## config.mk

```make
export PLATFORM = sky130hd
export DESIGN_NAME = fetch_stage_flat
export DESIGN_NICKNAME = d
export VERILOG_FILES = /design/src/rtl/fetch_stage_if.sv /design/src/rtl/fetch_stage.sv /design/src/flat_wrapper.sv
export SDC_FILE = /design/constraint.sdc
export NUM_CORES = 1
export LEC_CHECK = 0
export ABC_AREA = 1
export CAP_MARGIN = 20
export CORE_AREA = 2 2 160 162
export CTS_CLUSTER_DIAMETER = 100
export CTS_CLUSTER_SIZE = 20
export DETAILED_ROUTE_END_ITERATION = 8
export DIE_AREA = 0 0 162 164
export GPL_TIMING_DRIVEN = 0
export PLACE_DENSITY_LB_ADDON = 0.12
export SYNTH_ARGS = -nofsm -noshare
export SYNTH_HDL_FRONTEND = slang
export SYNTH_SLANG_ARGS = --single-unit
```

## constraint.sdc

```tcl
create_clock -name clk -period 2.1 [get_ports clk]
set_input_delay 0.42 -clock clk [delete_from_list [all_inputs] [get_ports clk]]
set_output_delay 0.42 -clock clk [all_outputs]
set_load 0.005 [all_outputs]
```

## src/rtl/fetch_stage_if.sv

```systemverilog
// Instruction-cache request/response bundle between the fetch stage and the I-cache.
// The fetch stage is the master: it drives the address and request, the cache answers.
interface fetch_stage_if #(
  parameter int DATA_WIDTH = 32
);
  logic                  ic_req;
  logic [DATA_WIDTH-1:0] ic_addr;
  logic                  ic_valid;
  logic [DATA_WIDTH-1:0] ic_data;

  modport master (output ic_req, output ic_addr, input  ic_valid, input  ic_data);
  modport slave  (input  ic_req, input  ic_addr, output ic_valid, output ic_data);
endinterface

```

## src/rtl/fetch_stage.sv

```systemverilog
// Fetch stage: PC generation, I-cache miss tracking with redirect-during-miss discard,
// and the F/D pipeline register feeding decode.
module fetch_stage #(
  parameter int                    DATA_WIDTH = 32,
  parameter logic [DATA_WIDTH-1:0] RESET_PC   = 32'h0000_0000,
  parameter logic [DATA_WIDTH-1:0] NOP_INSTR  = 32'h0000_0013
) (
  input  logic                  clk,
  input  logic                  rst,
  input  logic                  en,
  input  logic                  flush,
  input  logic                  PCSrc_e,
  input  logic [DATA_WIDTH-1:0] PCTarget_e,
  fetch_stage_if.master         ic,
  output logic [DATA_WIDTH-1:0] Instr_d,
  output logic [DATA_WIDTH-1:0] PC_d,
  output logic [DATA_WIDTH-1:0] PCPlus4_d,
  output logic                  Valid_d,
  output logic                  fetch_busy
);

  typedef enum logic [1:0] {
    S_FETCH     = 2'd0,
    S_MISS_WAIT = 2'd1,
    S_DISCARD   = 2'd2
  } state_t;

  state_t                r_state;
  state_t                w_state_nxt;
  logic [DATA_WIDTH-1:0] r_pc;
  logic [DATA_WIDTH-1:0] w_pc_nxt;
  logic [DATA_WIDTH-1:0] r_pend;
  logic [DATA_WIDTH-1:0] w_pend_nxt;
  logic [DATA_WIDTH-1:0] w_pc_plus4;
  logic                  w_take;
  logic                  w_fd_load;
  logic                  w_fd_bubble;

  logic [DATA_WIDTH-1:0] r_instr_p1;
  logic [DATA_WIDTH-1:0] r_pc_p1;
  logic [DATA_WIDTH-1:0] r_pcp4_p1;
  logic                  r_vld_p1;

  assign w_pc_plus4 = r_pc + DATA_WIDTH'(4);
  // A fetched word is accepted only when nothing of higher priority intervenes.
  assign w_take     = ic.ic_valid && en && !flush && !PCSrc_e;

  assign ic.ic_req  = !rst;
  assign ic.ic_addr = r_pc;
  assign fetch_busy = (r_state != S_FETCH) || !ic.ic_valid;

  always_ff @(posedge clk) begin
    if (rst) begin
      r_state <= S_FETCH;
      r_pc    <= RESET_PC;
      r_pend  <= '0;
    end else begin
      r_state <= w_state_nxt;
      r_pc    <= w_pc_nxt;
      r_pend  <= w_pend_nxt;
    end
  end

  always_comb begin
    w_state_nxt = r_state;
    w_pc_nxt    = r_pc;
    w_pend_nxt  = r_pend;
    w_fd_load   = 1'b0;
    w_fd_bubble = 1'b0;
    case (r_state)
      S_FETCH: begin
        if (PCSrc_e) begin
          w_pc_nxt    = PCTarget_e;
          w_fd_bubble = 1'b1;
        end else if (!ic.ic_valid) begin
          w_state_nxt = S_MISS_WAIT;
          w_fd_bubble = en || flush;
        end else if (w_take) begin
          w_fd_load   = 1'b1;
          w_pc_nxt    = w_pc_plus4;
        end else begin
          w_fd_bubble = flush;
        end
      end
      S_MISS_WAIT: begin
        if (PCSrc_e) begin
          w_fd_bubble = 1'b1;
          if (ic.ic_valid) begin
            w_pc_nxt    = PCTarget_e;
            w_state_nxt = S_FETCH;
          end else begin
            // Keep the PC so the outstanding fill completes; redirect afterwards.
            w_pend_nxt  = PCTarget_e;
            w_state_nxt = S_DISCARD;
          end
        end else if (ic.ic_valid) begin
          w_state_nxt = S_FETCH;
          if (w_take) begin
            w_fd_load = 1'b1;
            w_pc_nxt  = w_pc_plus4;
          end else begin
            w_fd_bubble = flush;
          end
        end else begin
          w_fd_bubble = en || flush;
        end
      end
      S_DISCARD: begin
        if (PCSrc_e) w_pend_nxt = PCTarget_e;
        w_fd_bubble = PCSrc_e || flush || en;
        if (ic.ic_valid) begin
          w_pc_nxt    = PCSrc_e ? PCTarget_e : r_pend;
          w_state_nxt = S_FETCH;
        end
      end
      default: w_state_nxt = S_FETCH;
    endcase
  end

  // ---- F/D register boundary ----
  always_ff @(posedge clk) begin
    if (rst || w_fd_bubble) begin
      r_instr_p1 <= NOP_INSTR;
      r_pc_p1    <= '0;
      r_pcp4_p1  <= '0;
      r_vld_p1   <= 1'b0;
    end else if (w_fd_load) begin
      r_instr_p1 <= ic.ic_data;
      r_pc_p1    <= r_pc;
      r_pcp4_p1  <= w_pc_plus4;
      r_vld_p1   <= 1'b1;
    end
  end

  assign Instr_d   = r_instr_p1;
  assign PC_d      = r_pc_p1;
  assign PCPlus4_d = r_pcp4_p1;
  assign Valid_d   = r_vld_p1;

endmodule

```

## src/flat_wrapper.sv

```systemverilog
// flat-port wrapper written by rule: the top's interface ports become plain ports
module fetch_stage_flat 
#(
  parameter int                    DATA_WIDTH = 32,
  parameter logic [DATA_WIDTH-1:0] RESET_PC   = 32'h0000_0000,
  parameter logic [DATA_WIDTH-1:0] NOP_INSTR  = 32'h0000_0013
)
  (clk, rst, en, flush, PCSrc_e, PCTarget_e, Instr_d, PC_d, PCPlus4_d, Valid_d, fetch_busy, ic_ic_req, ic_ic_addr, ic_ic_valid, ic_ic_data);
  fetch_stage_if #(.DATA_WIDTH(DATA_WIDTH)) ic_i ();
  input  logic clk;
  input  logic rst;
  input  logic en;
  input  logic flush;
  input  logic PCSrc_e;
  input  logic [DATA_WIDTH-1:0] PCTarget_e;
  output logic [DATA_WIDTH-1:0] Instr_d;
  output logic [DATA_WIDTH-1:0] PC_d;
  output logic [DATA_WIDTH-1:0] PCPlus4_d;
  output logic Valid_d;
  output logic fetch_busy;
  output wire logic [$bits(ic_i.ic_req)-1:0] ic_ic_req;
  output wire logic [$bits(ic_i.ic_addr)-1:0] ic_ic_addr;
  input wire logic [$bits(ic_i.ic_valid)-1:0] ic_ic_valid;
  input wire logic [$bits(ic_i.ic_data)-1:0] ic_ic_data;
  assign ic_ic_req = ic_i.ic_req;
  assign ic_ic_addr = ic_i.ic_addr;
  assign ic_i.ic_valid = ic_ic_valid;
  assign ic_i.ic_data = ic_ic_data;
  fetch_stage #(.DATA_WIDTH(DATA_WIDTH), .RESET_PC(RESET_PC), .NOP_INSTR(NOP_INSTR)) u_core (.clk(clk), .rst(rst), .en(en), .flush(flush), .PCSrc_e(PCSrc_e), .PCTarget_e(PCTarget_e), .ic(ic_i), .Instr_d(Instr_d), .PC_d(PC_d), .PCPlus4_d(PCPlus4_d), .Valid_d(Valid_d), .fetch_busy(fetch_busy));
endmodule
```

==> flow_results.org <==
** Timing
- Setup violations remaining at the end of the flow were counted as 0.
- Fmax achieved :: 502.6 MHz
- Number of max-slew violations in the final report :: 0
- Normalized max-slew margin :: 62.34%
- For the pin with the worst max-slew slack, the measured transition is 564.9 ps.
- Setup repair after global routing left no endpoint under its margin.
- Setup ws final :: 110.2 ps
- After layout, the worst path uses 94.75% of the clock period.
- The routed design could run at a clock period as short as 1990 ps.
- Clock tree skew after final layout :: 8.627 ps
- Total count of hold-check failures in the final report :: 0

** Layout
- Final design area excluding fillers :: 0.01016 mm²
- Layout net count :: 1272
- Proportion of layout cells with a drive suffix above 1 :: 8.986%
- Most common cell after layout, fill and taps aside :: nand2_1
- Area delta synth->final :: 42.37%
- The repair_antennas step left the layout with diodes totalling 0.
- Fillers :: 2615
- The library cells used most frequently in the layout, excluding fill and tap cells, are 267 x nand2_1, 198 x clkdlybuf4s50_1, 160 x dfxtp_1.
- Layout Cells excl Fill :: 1543

** GRT
- First-pass GRT wire length :: 37220 µm
- Maximum number of pins on one net before global-route repair :: 20
- Summed over all layers, the global routing overflow is 0.
- Vias in the first global route :: 6628
- Tot GR Track Use :: 18.15%
- Number of antenna violations at the first check in global routing :: 0

** Placed design
- In this run, placement finished with an instance count of 1513.
- Final HPWL from detailed placement :: 18570 µm
- Prior to clock tree synthesis, the placed netlist has a worst setup slack of -719.1 ps.
- At the end of routability-driven placement, the weighted congestion stood at 0.8637.
- After detailed placement, the total cell area comes to 0.009539 mm².
- Number of buffers inserted by port buffering :: 199

** Worst setup path
- Worst setup path start :: ic_ic_valid
- The most numerous cell type found on the critical path is clkdlybuf4s50_1.
- Crit path max fanout :: 6
- The critical path goes through clkdlybuf4s50_1 -> nand3_1 -> clkdlybuf4s50_1.
- CP arrival :: 1570 ps
- Peak per-stage delay on the critical path :: 570 ps
- Cell type of the slowest stage on the worst timing path :: clkdlybuf4s50_1
- At the worst endpoint, the required time is 1680 ps.
- Worst setup path class :: in2out
- Kind of end point of the critical path :: output port
- Setup slack on the worst reg-to-reg path comes out at 190 ps.
- Startpoint of the worst register-to-register path :: u_core.ic.ic_addr[2]
- Worst r2r dst :: u_core.PCPlus4_d[24]
- Cells on worst reg2reg path :: 10
- The worst setup path is launched from an input pin.

** Power
- Sequential power share :: 44.7%
- Dividing total power by cell area gives a power density of 718.7 mW/mm².
- The share of total power dissipated in combinational logic is 10.5%.
- The internal power of the cells totals 5.399 mW.
- Switching power total :: 1.901 mW
- Worst IR drop on VDD :: 0.0003781 V
- Switching Fraction :: 26.04%
- Total leakage power :: 3.891 nW
- Clock network fraction of design power :: 44.8%

** Logic synthesis
- Leading area contributor after synthesis :: dfxtp_1
- Mapped Area :: 0.007134 mm²
- The share of synthesized area in the top cell type comes to 45.18%.
- Summing the sequential cell areas from Yosys gives 45.18% of the chip area.
- The netlist uses 34 different library cells.
- Seq cells post-synth :: 161
- The number of nets handed over by synthesis was 1055.
- YS warnings :: 0
- In the synthesized netlist, the number of instances is 984.
- A synthesized cell averages 7.250 µm².
- After synthesis, the cell types taking the most area are dfxtp_1 45%, nand2_1 14%, a21oi_1 6.9%.

** Floorplanning
- Die area :: 0.02657 mm²
- Die Width :: 162 µm
- Number of top-level pins :: 201
- The core region is 0.02482 mm².
- The initial utilization of the core area, before any placement, comes to 28.75%.
- In this run the vertical extent of the chip is 164 µm.
- Row Count :: 58

** Hold path
- Class of the tightest hold or removal check :: in2reg
- In this run the most critical hold path is launched from PCSrc_e.
- Worst Hold Path EP :: u_core.r_state[1]
- Worst hold stages :: 5

** Clocking
- The tree built by TritonCTS fans out to 161 sinks.
- Num CTS Buffers :: 17
- The H-tree was split into 4 levels.
- Clock root buffer :: clkbuf_16
- In this run the deepest clock path goes through 2 buffers.
- TritonCTS clock tree :: built
- Clock slew seen by the registers of the worst setup and hold paths :: 70 ps
- Post-CTS resize count :: 5
- Clk Latency, worst-skew pair :: 420 ps
- In this run the post-CTS setup repair buffer count came out at 0.
- In this run, post-CTS hold repair placed 0 buffers.

** Route
- Dividing the detail-routed via count by the number of cells gives 4.535.
- Count of unresolved DRC violations after routing :: 0
- The count of nets left with antenna violations once routing finished came out at 0.
- For this block, the initial DRC count from the detailed router was 359.
- Total length of routed wires :: 24160 µm
- First-pass iteration count of the detailed router :: 5
- Via count :: 6998
- Wire per inst :: 15.66 µm

** Outcome
- Status :: finished, final reports clean

** Run
- Max-cap violations in this run came to 0.
worst max-delay path, delay by kind of cell:
| family | cells | cell delay [ps] |
|---|---|---|
| simple gates | 1 | 120 |
| buf+inv | 2 | 1030 |
power by group through the flow:
stage | Combinational, mW | Clock [mW] | Sequential (mW)
2_1_floorplan | 0.352 | 0 | 3.29
3_3_place_gp | 0.768 | 0 | 3.33
3_5_place_dp | 0.769 | 0 | 3.34
4_1_cts | 0.773 | 3.34 | 3.27
5_1_grt | 0.848 | 3.46 | 3.28
6_report | 0.767 | 3.27 | 3.27
state kept, by name, indices dropped and copies added, names as in the netlist:
| name | count |
|---|---|
| u_core.PCPlus4_d | 32 |
| u_core.r_pend | 32 |
| u_core.ic.ic_addr | 32 |
| u_core.Valid_d | 1 |
| u_core.Instr_d | 32 |
| u_core.r_state | 2 |
| u_core.PC_d | 30 |
per-stage QoR:
step / total power, mW / util (%) / hold slack (ps) / setup TNS (ps)
after floorplan: 3.640 / - / 429.8 / 0
after global placement: 4.102 / 38.44 / 442.7 / -24270
after detailed placement: 4.105 / 38.44 / 448.3 / -22670
after CTS: 7.384 / 40.90 / 399.8 / 0
after global routing: 7.589 / 40.93 / 454.0 / 0
final: 7.300 / 40.93 / 422.4 / 0
how the worst max path moves through the flow:
stage          cells after the start              endpoint  slack [ps]
2_1_floorplan                     10  u_core.PCPlus4_d[22]         580
3_3_place_gp                       5             ic_ic_req        -750
3_5_place_dp                       5             ic_ic_req        -720
4_1_cts                           10  u_core.PCPlus4_d[24]          40
5_1_grt                            8    u_core.Instr_d[25]          20
6_report                           3            fetch_busy         110
per-layer routing:
metal,share of wire (%),track usage [%]
met5,0,0
met3,4.6,2.904
met4,1.4,5.551
met1,49,25.35
met2,45,28.82
cells in the mapped netlist:
cell type  instances
nor2_4             5
nor4_1             1
a22oi_1            2
nand2_4            1
nand3_1           19
o21ai_0           79
nand4_1            2
nor3_1             3
nand3b_1           7
nor3_4             1
buf_4             10
clkinv_1           1
nor2_2             7
inv_1             54
a22o_1            15
nor2_1           118
a21oi_1           99
nand2_1          267
o21ai_1           14
buf_1              5
o21a_1            23
a211oi_1           9
or2_2              1
ha_1               1
dfxtp_1          161
buf_6              9
mux2i_1            1
inv_2              9
nand2_2            7
and2_1             1
clkbuf_1          17
o21ai_2            1
buf_2             20
xor2_1            14
logic make-up (layout without fill, tap and decap cells):
logic type               after synthesis  count (layout)  share of synthesized area [%]
multiplexers                           1               1                         0.1403
XOR/XNOR                              14              14                          1.719
buffers and inverters                125             354                          8.400
AND/OR/NAND/NOR                      440             440                          25.38
flip-flops                           161             161                          45.18
AO/OA/AOI/OAI                        242             242                          19.01
adder cells (fa/ha/maj)                1               1                         0.1753
area by class of cell:
type	instances	area (µm²)	area share [%]
Inverter	64	240.2	2.365
Tap cell	330	412.9	4.065
Buffer	60	370.4	3.646
Sequential cell	161	3224	31.74
Multi-Input combinational cell	698	3312	32.61
Clock inverter	14	181.4	1.786
Clock buffer	17	425.4	4.188
Timing Repair Buffer	199	1991	19.60
Note: power is estimated with default switching activity, not from simulation.
